<file path="config.mk">
export PLATFORM = sky130hd
export DESIGN_NAME = soc_bram_arb_flat
export DESIGN_NICKNAME = d
export VERILOG_FILES = /design/src/rtl/soc_bram_arb_pkg.sv /design/src/rtl/soc_bram_arb_if.sv /design/src/rtl/soc_bram_arb_grant.sv /design/src/rtl/soc_bram_arb.sv /design/src/flat_wrapper.sv
export SDC_FILE = /design/constraint.sdc
export NUM_CORES = 1
export LEC_CHECK = 0
export ABC_AREA = 1
export CORE_MARGIN = 4
export CORE_UTILIZATION = 42
export CTS_BUF_LIST = sky130_fd_sc_hd__clkbuf_2
export DETAILED_ROUTE_END_ITERATION = 8
export GPL_ROUTABILITY_DRIVEN = 1
export GPL_TIMING_DRIVEN = 0
export PLACE_DENSITY = 0.94
export SLEW_MARGIN = 15
export SYNTH_ARGS = -nofsm -noshare
export SYNTH_HDL_FRONTEND = slang
export SYNTH_SLANG_ARGS = --single-unit
</file>
<file path="constraint.sdc">
create_clock -name clk -period 2.3 [get_ports clk]
set_clock_uncertainty 0.05 [all_clocks]
set_input_delay 0.46 -clock clk [delete_from_list [all_inputs] [get_ports clk]]
set_output_delay 0.46 -clock clk [all_outputs]
set_load 0.1 [all_outputs]
</file>
<file path="src/rtl/soc_bram_arb_pkg.sv">
// Shared constants and types for the soc_bram_arb block-RAM arbiter.
// Latency: n/a (declarations only).
// Backpressure: n/a.
//
// Contents: FSM state encodings, port identifiers and the response tag
// carried down the two-stage pipe alongside each RAM access.
package soc_bram_arb_pkg;

    localparam logic [1:0] ST_IDLE  = 2'd0;
    localparam logic [1:0] ST_LOCK0 = 2'd1;
    localparam logic [1:0] ST_LOCK1 = 2'd2;

    localparam logic PORT_CPU = 1'b0;
    localparam logic PORT_DMA = 1'b1;

    // One entry per RAM access in flight; we is forced low on idle slots
    typedef struct packed {
        logic vld;
        logic port;
        logic we;
    } tag_t;

endpackage

</file>
<file path="src/rtl/soc_bram_arb_if.sv">
// Request/response and RAM-side bus of the soc_bram_arb arbiter.
// Latency: n/a (wiring only).
// Backpressure: req_valid/req_ready per port; responses and RAM side have none.
//
// slave  : arbiter view (takes requests and bram_dout, drives grants, responses, RAM controls)
// master : requester/RAM-parent view (the opposite directions)
interface soc_bram_arb_if #(
    parameter int addr_width = 8,
    parameter int data_width = 8
);
    logic [1:0]            req_valid;
    logic [1:0]            req_ready;
    logic [1:0]            req_we;
    logic [1:0]            req_lock;
    logic [addr_width-1:0] req_addr0;
    logic [addr_width-1:0] req_addr1;
    logic [data_width-1:0] req_wdata0;
    logic [data_width-1:0] req_wdata1;
    logic [1:0]            rsp_valid;
    logic                  rsp_we;
    logic [data_width-1:0] rsp_rdata;
    logic                  bram_we;
    logic [addr_width-1:0] bram_addr;
    logic [data_width-1:0] bram_din;
    logic [data_width-1:0] bram_dout;

    modport slave (
        input  req_valid, req_we, req_lock, req_addr0, req_addr1,
               req_wdata0, req_wdata1, bram_dout,
        output req_ready, rsp_valid, rsp_we, rsp_rdata,
               bram_we, bram_addr, bram_din
    );

    modport master (
        output req_valid, req_we, req_lock, req_addr0, req_addr1,
               req_wdata0, req_wdata1, bram_dout,
        input  req_ready, rsp_valid, rsp_we, rsp_rdata,
               bram_we, bram_addr, bram_din
    );
endinterface

</file>
<file path="src/rtl/soc_bram_arb_grant.sv">
// Two-way combinational grant for the block-RAM arbiter.
// Latency: 0 cycles (pure combinational).
// Backpressure: ready only ever asserted for a port whose valid is high; at most one bit set.
//
// Ports: valid[1:0], state (FSM), last_grant -> ready[1:0], last_grant_nxt.
// Build option SOC_BRAM_ARB_RR_EN: defined = round-robin on contention in IDLE,
// undefined = port 0 always wins contention. Locked states ignore the other port.
module soc_bram_arb_grant
    import soc_bram_arb_pkg::*;
(
    input  logic [1:0] valid,
    input  logic [1:0] state,
    input  logic       last_grant,
    output logic [1:0] ready,
    output logic       last_grant_nxt
);

    always_comb begin
        ready = 2'b00;
        case (state)
            ST_LOCK0: ready[PORT_CPU] = valid[PORT_CPU];
            ST_LOCK1: ready[PORT_DMA] = valid[PORT_DMA];
            default: begin
                if (&valid) begin
`ifdef SOC_BRAM_ARB_RR_EN
                    // Favour the port that did not win last time
                    ready = last_grant ? 2'b01 : 2'b10;
`else
                    ready = 2'b01;
`endif
                end else begin
                    ready = valid;
                end
            end
        endcase
    end

    // Remember whoever is accepted this cycle; hold otherwise
    assign last_grant_nxt = (|ready) ? ready[PORT_DMA] : last_grant;

endmodule

</file>
<file path="src/rtl/soc_bram_arb.sv">
// Arbiter/sequencer for one single-port block RAM shared by CPU (port 0) and DMA (port 1).
// Latency: 2 edges from accept to rsp_valid pulse, reads and writes alike; one accept per cycle.
// Backpressure: per-port req_ready (burst lock can hold off the other port); responses cannot stall.
//
// Ports: clk, rst_n (async active-low), bus (soc_bram_arb_if.slave).
// Build option SOC_BRAM_ARB_RR_EN selects round-robin contention (see soc_bram_arb_grant).
// The RAM itself (registered dout) is instantiated by the parent and wired to bus.bram_*.
module soc_bram_arb
    import soc_bram_arb_pkg::*;
#(
    parameter int addr_width = 8,
    parameter int data_width = 8
) (
    input  logic           clk,
    input  logic           rst_n,
    soc_bram_arb_if.slave  bus
);

    logic [1:0]            state;
    logic                  last_grant;
    logic                  last_grant_nxt;
    logic [1:0]            ready;
    logic                  accept;
    logic                  sel;
    logic                  sel_we;
    logic                  sel_lock;
    logic [addr_width-1:0] sel_addr;
    logic [data_width-1:0] sel_wdata;
    logic                  bram_we_q;
    logic [addr_width-1:0] bram_addr_q;
    logic [data_width-1:0] bram_din_q;
    tag_t                  tag1;
    tag_t                  tag2;

    soc_bram_arb_grant u_grant (
        .valid          (bus.req_valid),
        .state          (state),
        .last_grant     (last_grant),
        .ready          (ready),
        .last_grant_nxt (last_grant_nxt)
    );

    assign bus.req_ready = ready;

    // ready is one-hot or zero, so bit 1 alone identifies the winner
    assign accept    = |(bus.req_valid & ready);
    assign sel       = ready[PORT_DMA];
    assign sel_we    = bus.req_we[sel];
    assign sel_lock  = bus.req_lock[sel];
    assign sel_addr  = sel ? bus.req_addr1  : bus.req_addr0;
    assign sel_wdata = sel ? bus.req_wdata1 : bus.req_wdata0;

    always_ff @(posedge clk or negedge rst_n) begin
        if (!rst_n) begin
            state       <= ST_IDLE;
            last_grant  <= PORT_DMA;
            bram_we_q   <= 1'b0;
            bram_addr_q <= '0;
            bram_din_q  <= '0;
            tag1        <= '0;
            tag2        <= '0;
        end else begin
            // Idle cycles issue a harmless read at the held address
            bram_we_q  <= accept & sel_we;
            if (accept) begin
                bram_addr_q <= sel_addr;
                bram_din_q  <= sel_wdata;
                if (sel_lock) begin
                    state <= sel ? ST_LOCK1 : ST_LOCK0;
                end else begin
                    state <= ST_IDLE;
                end
            end
            last_grant <= last_grant_nxt;
            tag1       <= '{vld: accept, port: sel & accept, we: sel_we & accept};
            tag2       <= tag1;
        end
    end

    assign bus.bram_we   = bram_we_q;
    assign bus.bram_addr = bram_addr_q;
    assign bus.bram_din  = bram_din_q;

    // tag2 lines up with the cycle in which the RAM's registered dout is valid
    assign bus.rsp_valid = {tag2.vld & tag2.port, tag2.vld & ~tag2.port};
    assign bus.rsp_we    = tag2.we;
    assign bus.rsp_rdata = bus.bram_dout;

endmodule

</file>
<file path="src/flat_wrapper.sv">
// flat-port wrapper written by rule: the top's interface ports become plain ports
module soc_bram_arb_flat import soc_bram_arb_pkg::*;
#(
    parameter int addr_width = 8,
    parameter int data_width = 8
)
  (clk, rst_n, bus_req_valid, bus_req_we, bus_req_lock, bus_req_addr0, bus_req_addr1, bus_req_wdata0, bus_req_wdata1, bus_bram_dout, bus_req_ready, bus_rsp_valid, bus_rsp_we, bus_rsp_rdata, bus_bram_we, bus_bram_addr, bus_bram_din);
  soc_bram_arb_if #(.addr_width(addr_width), .data_width(data_width)) bus_i ();
  input  logic clk;
  input  logic rst_n;
  input wire logic [$bits(bus_i.req_valid)-1:0] bus_req_valid;
  input wire logic [$bits(bus_i.req_we)-1:0] bus_req_we;
  input wire logic [$bits(bus_i.req_lock)-1:0] bus_req_lock;
  input wire logic [$bits(bus_i.req_addr0)-1:0] bus_req_addr0;
  input wire logic [$bits(bus_i.req_addr1)-1:0] bus_req_addr1;
  input wire logic [$bits(bus_i.req_wdata0)-1:0] bus_req_wdata0;
  input wire logic [$bits(bus_i.req_wdata1)-1:0] bus_req_wdata1;
  input wire logic [$bits(bus_i.bram_dout)-1:0] bus_bram_dout;
  output wire logic [$bits(bus_i.req_ready)-1:0] bus_req_ready;
  output wire logic [$bits(bus_i.rsp_valid)-1:0] bus_rsp_valid;
  output wire logic [$bits(bus_i.rsp_we)-1:0] bus_rsp_we;
  output wire logic [$bits(bus_i.rsp_rdata)-1:0] bus_rsp_rdata;
  output wire logic [$bits(bus_i.bram_we)-1:0] bus_bram_we;
  output wire logic [$bits(bus_i.bram_addr)-1:0] bus_bram_addr;
  output wire logic [$bits(bus_i.bram_din)-1:0] bus_bram_din;
  assign bus_i.req_valid = bus_req_valid;
  assign bus_i.req_we = bus_req_we;
  assign bus_i.req_lock = bus_req_lock;
  assign bus_i.req_addr0 = bus_req_addr0;
  assign bus_i.req_addr1 = bus_req_addr1;
  assign bus_i.req_wdata0 = bus_req_wdata0;
  assign bus_i.req_wdata1 = bus_req_wdata1;
  assign bus_i.bram_dout = bus_bram_dout;
  assign bus_req_ready = bus_i.req_ready;
  assign bus_rsp_valid = bus_i.rsp_valid;
  assign bus_rsp_we = bus_i.rsp_we;
  assign bus_rsp_rdata = bus_i.rsp_rdata;
  assign bus_bram_we = bus_i.bram_we;
  assign bus_bram_addr = bus_i.bram_addr;
  assign bus_bram_din = bus_i.bram_din;
  soc_bram_arb #(.addr_width(addr_width), .data_width(data_width)) u_core (.clk(clk), .rst_n(rst_n), .bus(bus_i));
endmodule
</file>
==> reports/metrics.cfg <==
[synthesis]
synth_top_cell_by_area=dfrtp_1
synth_top_flop_cell=dfrtp_1
yosys-top-cells-count=nand3_1 (34), nand2_1 (25), dfrtp_1 (24)
synth_area_per_cell_sq_um=8.79
synth_edf_count=0
netlist-cell-type-count=19
synth_top_area_frac=0.452
yosysWarningCount=0
ys_async_sr_fraction=1.00
synthCells=151
synth_area_leaders=dfrtp_1 (45%), nand3_1 (13%), nand4_1 (7.5%)
syn-cell-area_sq_um=1330
synth_nets=201
synth_seq_cells=24
yosysMostFrequentCell=nand3_1
ys_seq_area_frac=0.452

[place]
globalplace.congestion=0.771
port_buffers=68
post-place-ws_ns=-0.812
dpl_cell_area_sq_um=2060
place.detailed.hpwl_mm=2.75

[floorplan]
dieHeight_um=64.2
dieArea_sq_um=4120
dieWidth_um=64.2
rows=20
ioPinCount=78
coreArea_sq_um=3030
initial_core_util=0.438

[final_layout]
antenna_cells=0
nFillCells=263
syn2layout_area_growth_pct=58.2
final_nets=278
postLayoutCoreUtil=0.694
drive_above_1_share=0.163
stdcell_area_sq_um=2100

[clocking]
cts_buffers=3
clockRootBuffer=clkbuf_2
cts_max_level=1
holdBufCountCts=0
cts.sinks=24
tritoncts=built
clk_pin_slew_ns=0.23
clockBufferDepth=2
clock_latency_ns=0.35

[critical_path]
crit_arrival_ns=1.72
crit_chain=inv_1, ha_4, inv_2, nand2_4, nand3_4, inv_4, buf_12
cp-end-kind=output port
worstPathMaxFanout=9
cp-start-kind=flip-flop
slowest_delay_ns=0.45
crit_slowest_cell=dfrtp_1
critPathKind=flip-flop to output port
crit_required_ns=1.79

[timing]
slew-limit-headroom=0.345
finalCriticalPeriod_ns=2.23
tightest_slew_ns=0.980
timing.final.crit_share=0.970
fin_tns_setup_ns=0
slew_violations=0
final.setup.worst_slack_ns=0.0687
finalSetupViolations=0
hold_viol=0
clock.fmax_mhz=448

[drt]
routed_wl_mm=3.81
ant_nets=0
route.detailed.drc=0
post_drt_wl_per_cell_um=14.1
drt_iter0_markers=51
vias=1389
first_pass_iters=4
vias_per_cell=5.13

[flow_run]
max-cap-violations=0

[grt]
antenna_found_initial=0
use_met1=0.232
grt_pass1_wl_mm=6.13
track_usage=0.187
grt_max_degree=25
overflow=0
grt_pass1_vias=1301
grt.met3_usage=0.0562
top_usage_layer=met2
met2_usage=0.314

[status]
status=finished, final reports clean

[hold_path]
min_path_type=input pin to async pin

[path summary, 6_finish.rpt]
kind	slack, ns	start	depth (start not counted)	endpoint
min in group clk	0.33	u_core.tag1[1]	0	u_core.tag2[1]
max in group asynchronous	1.85	rst_n	1	u_core.bus.bram_din[0]
max reg2reg	0.52	u_core.state[0]	7	u_core.bus.bram_addr[4]
min reg2reg	0.33	u_core.tag1[1]	0	u_core.tag2[1]
min	0.001	rst_n	1	u_core.bus.bram_addr[1]
max	0.07	u_core.state[0]	7	bus_req_ready[1]
[worst max-delay path, delay by kind of cell, from the launching register on]
kind	cells	cell delay (ns)
buf+inv	4	0.40
simple gates	2	0.23
fa+ha+maj	1	0.29
flops	1	0.45
[layout make-up]
type	count	area (sq um)	area share
flip-flops and latches	24	601	0.286
inverters	8	32.5	0.0155
plain buffers	18	119	0.0566
repair buffers	72	684	0.326
clock inverters	1	3.75	0.00179
well taps	44	55.1	0.0262
clock buffers	3	15.0	0.00715
multi-input cells	101	591	0.281
[through the flow]
stage | hold slack, ns | cells
detailed placement | 0.285 | 263
global route | 0.00410 | 271
global placement | 0.283 | 263
floorplan | 0.114 | 151
finish | 0.00123 | 271
CTS | 0.330 | 267
[sequential cells by signal, summed over array words and instances (netlist names)]
signal and cells:
u_core.bus.bram_we 1, u_core.tag2 2, u_core.state 2, u_core.bus.rsp_we 1
u_core.bus.bram_din 8, u_core.tag1 2, u_core.bus.bram_addr 8
[placed cells by master, fill, tap and decap left out]
cell type and n:
nand2_4 1, a21oi_2 1, clkbuf_2 4, nand3_4 1, clkdlybuf4s50_1 45, buf_2 6
dlygate4sd2_1 19, nand3_1 34, buf_4 15, a21boi_0 11, clkinv_1 1, inv_2 1
nand2_2 3, buf_6 1, ha_1 1, inv_4 1, dfrtp_1 24, a21boi_1 5
ha_4 1, clkbuf_1 2, nand2_1 25, inv_1 6, nor2_1 1, o21ai_2 1
nand4_1 16, buf_12 1
[what timing repair did]
item / CTS / global route
resized for setup: 37 / 3
buffers inserted: 0 / 4
endpoints found under the setup margin: 22 / 3
[cell families (layout without fill, tap and decap cells)]
logic type	after synthesis	count (layout)	synth area share
AND/OR/NAND/NOR	81	81	0.313
buffers and inverters	26	102	0.112
flip-flops	24	24	0.452
adder cells (fa/ha/maj)	2	2	0.0188
AO/OA/AOI/OAI	18	18	0.104
[layer usage]
layer  vias to the layer above  part of all wire
met1                       636              0.41
met2                        74              0.46
met4                         0             0.014
li1                        672                 -
met3                         7              0.12
met5                         -                 0
Power is not shown: default switching activity piles up to over one toggle a cycle in this logic, so the estimate is an artifact.
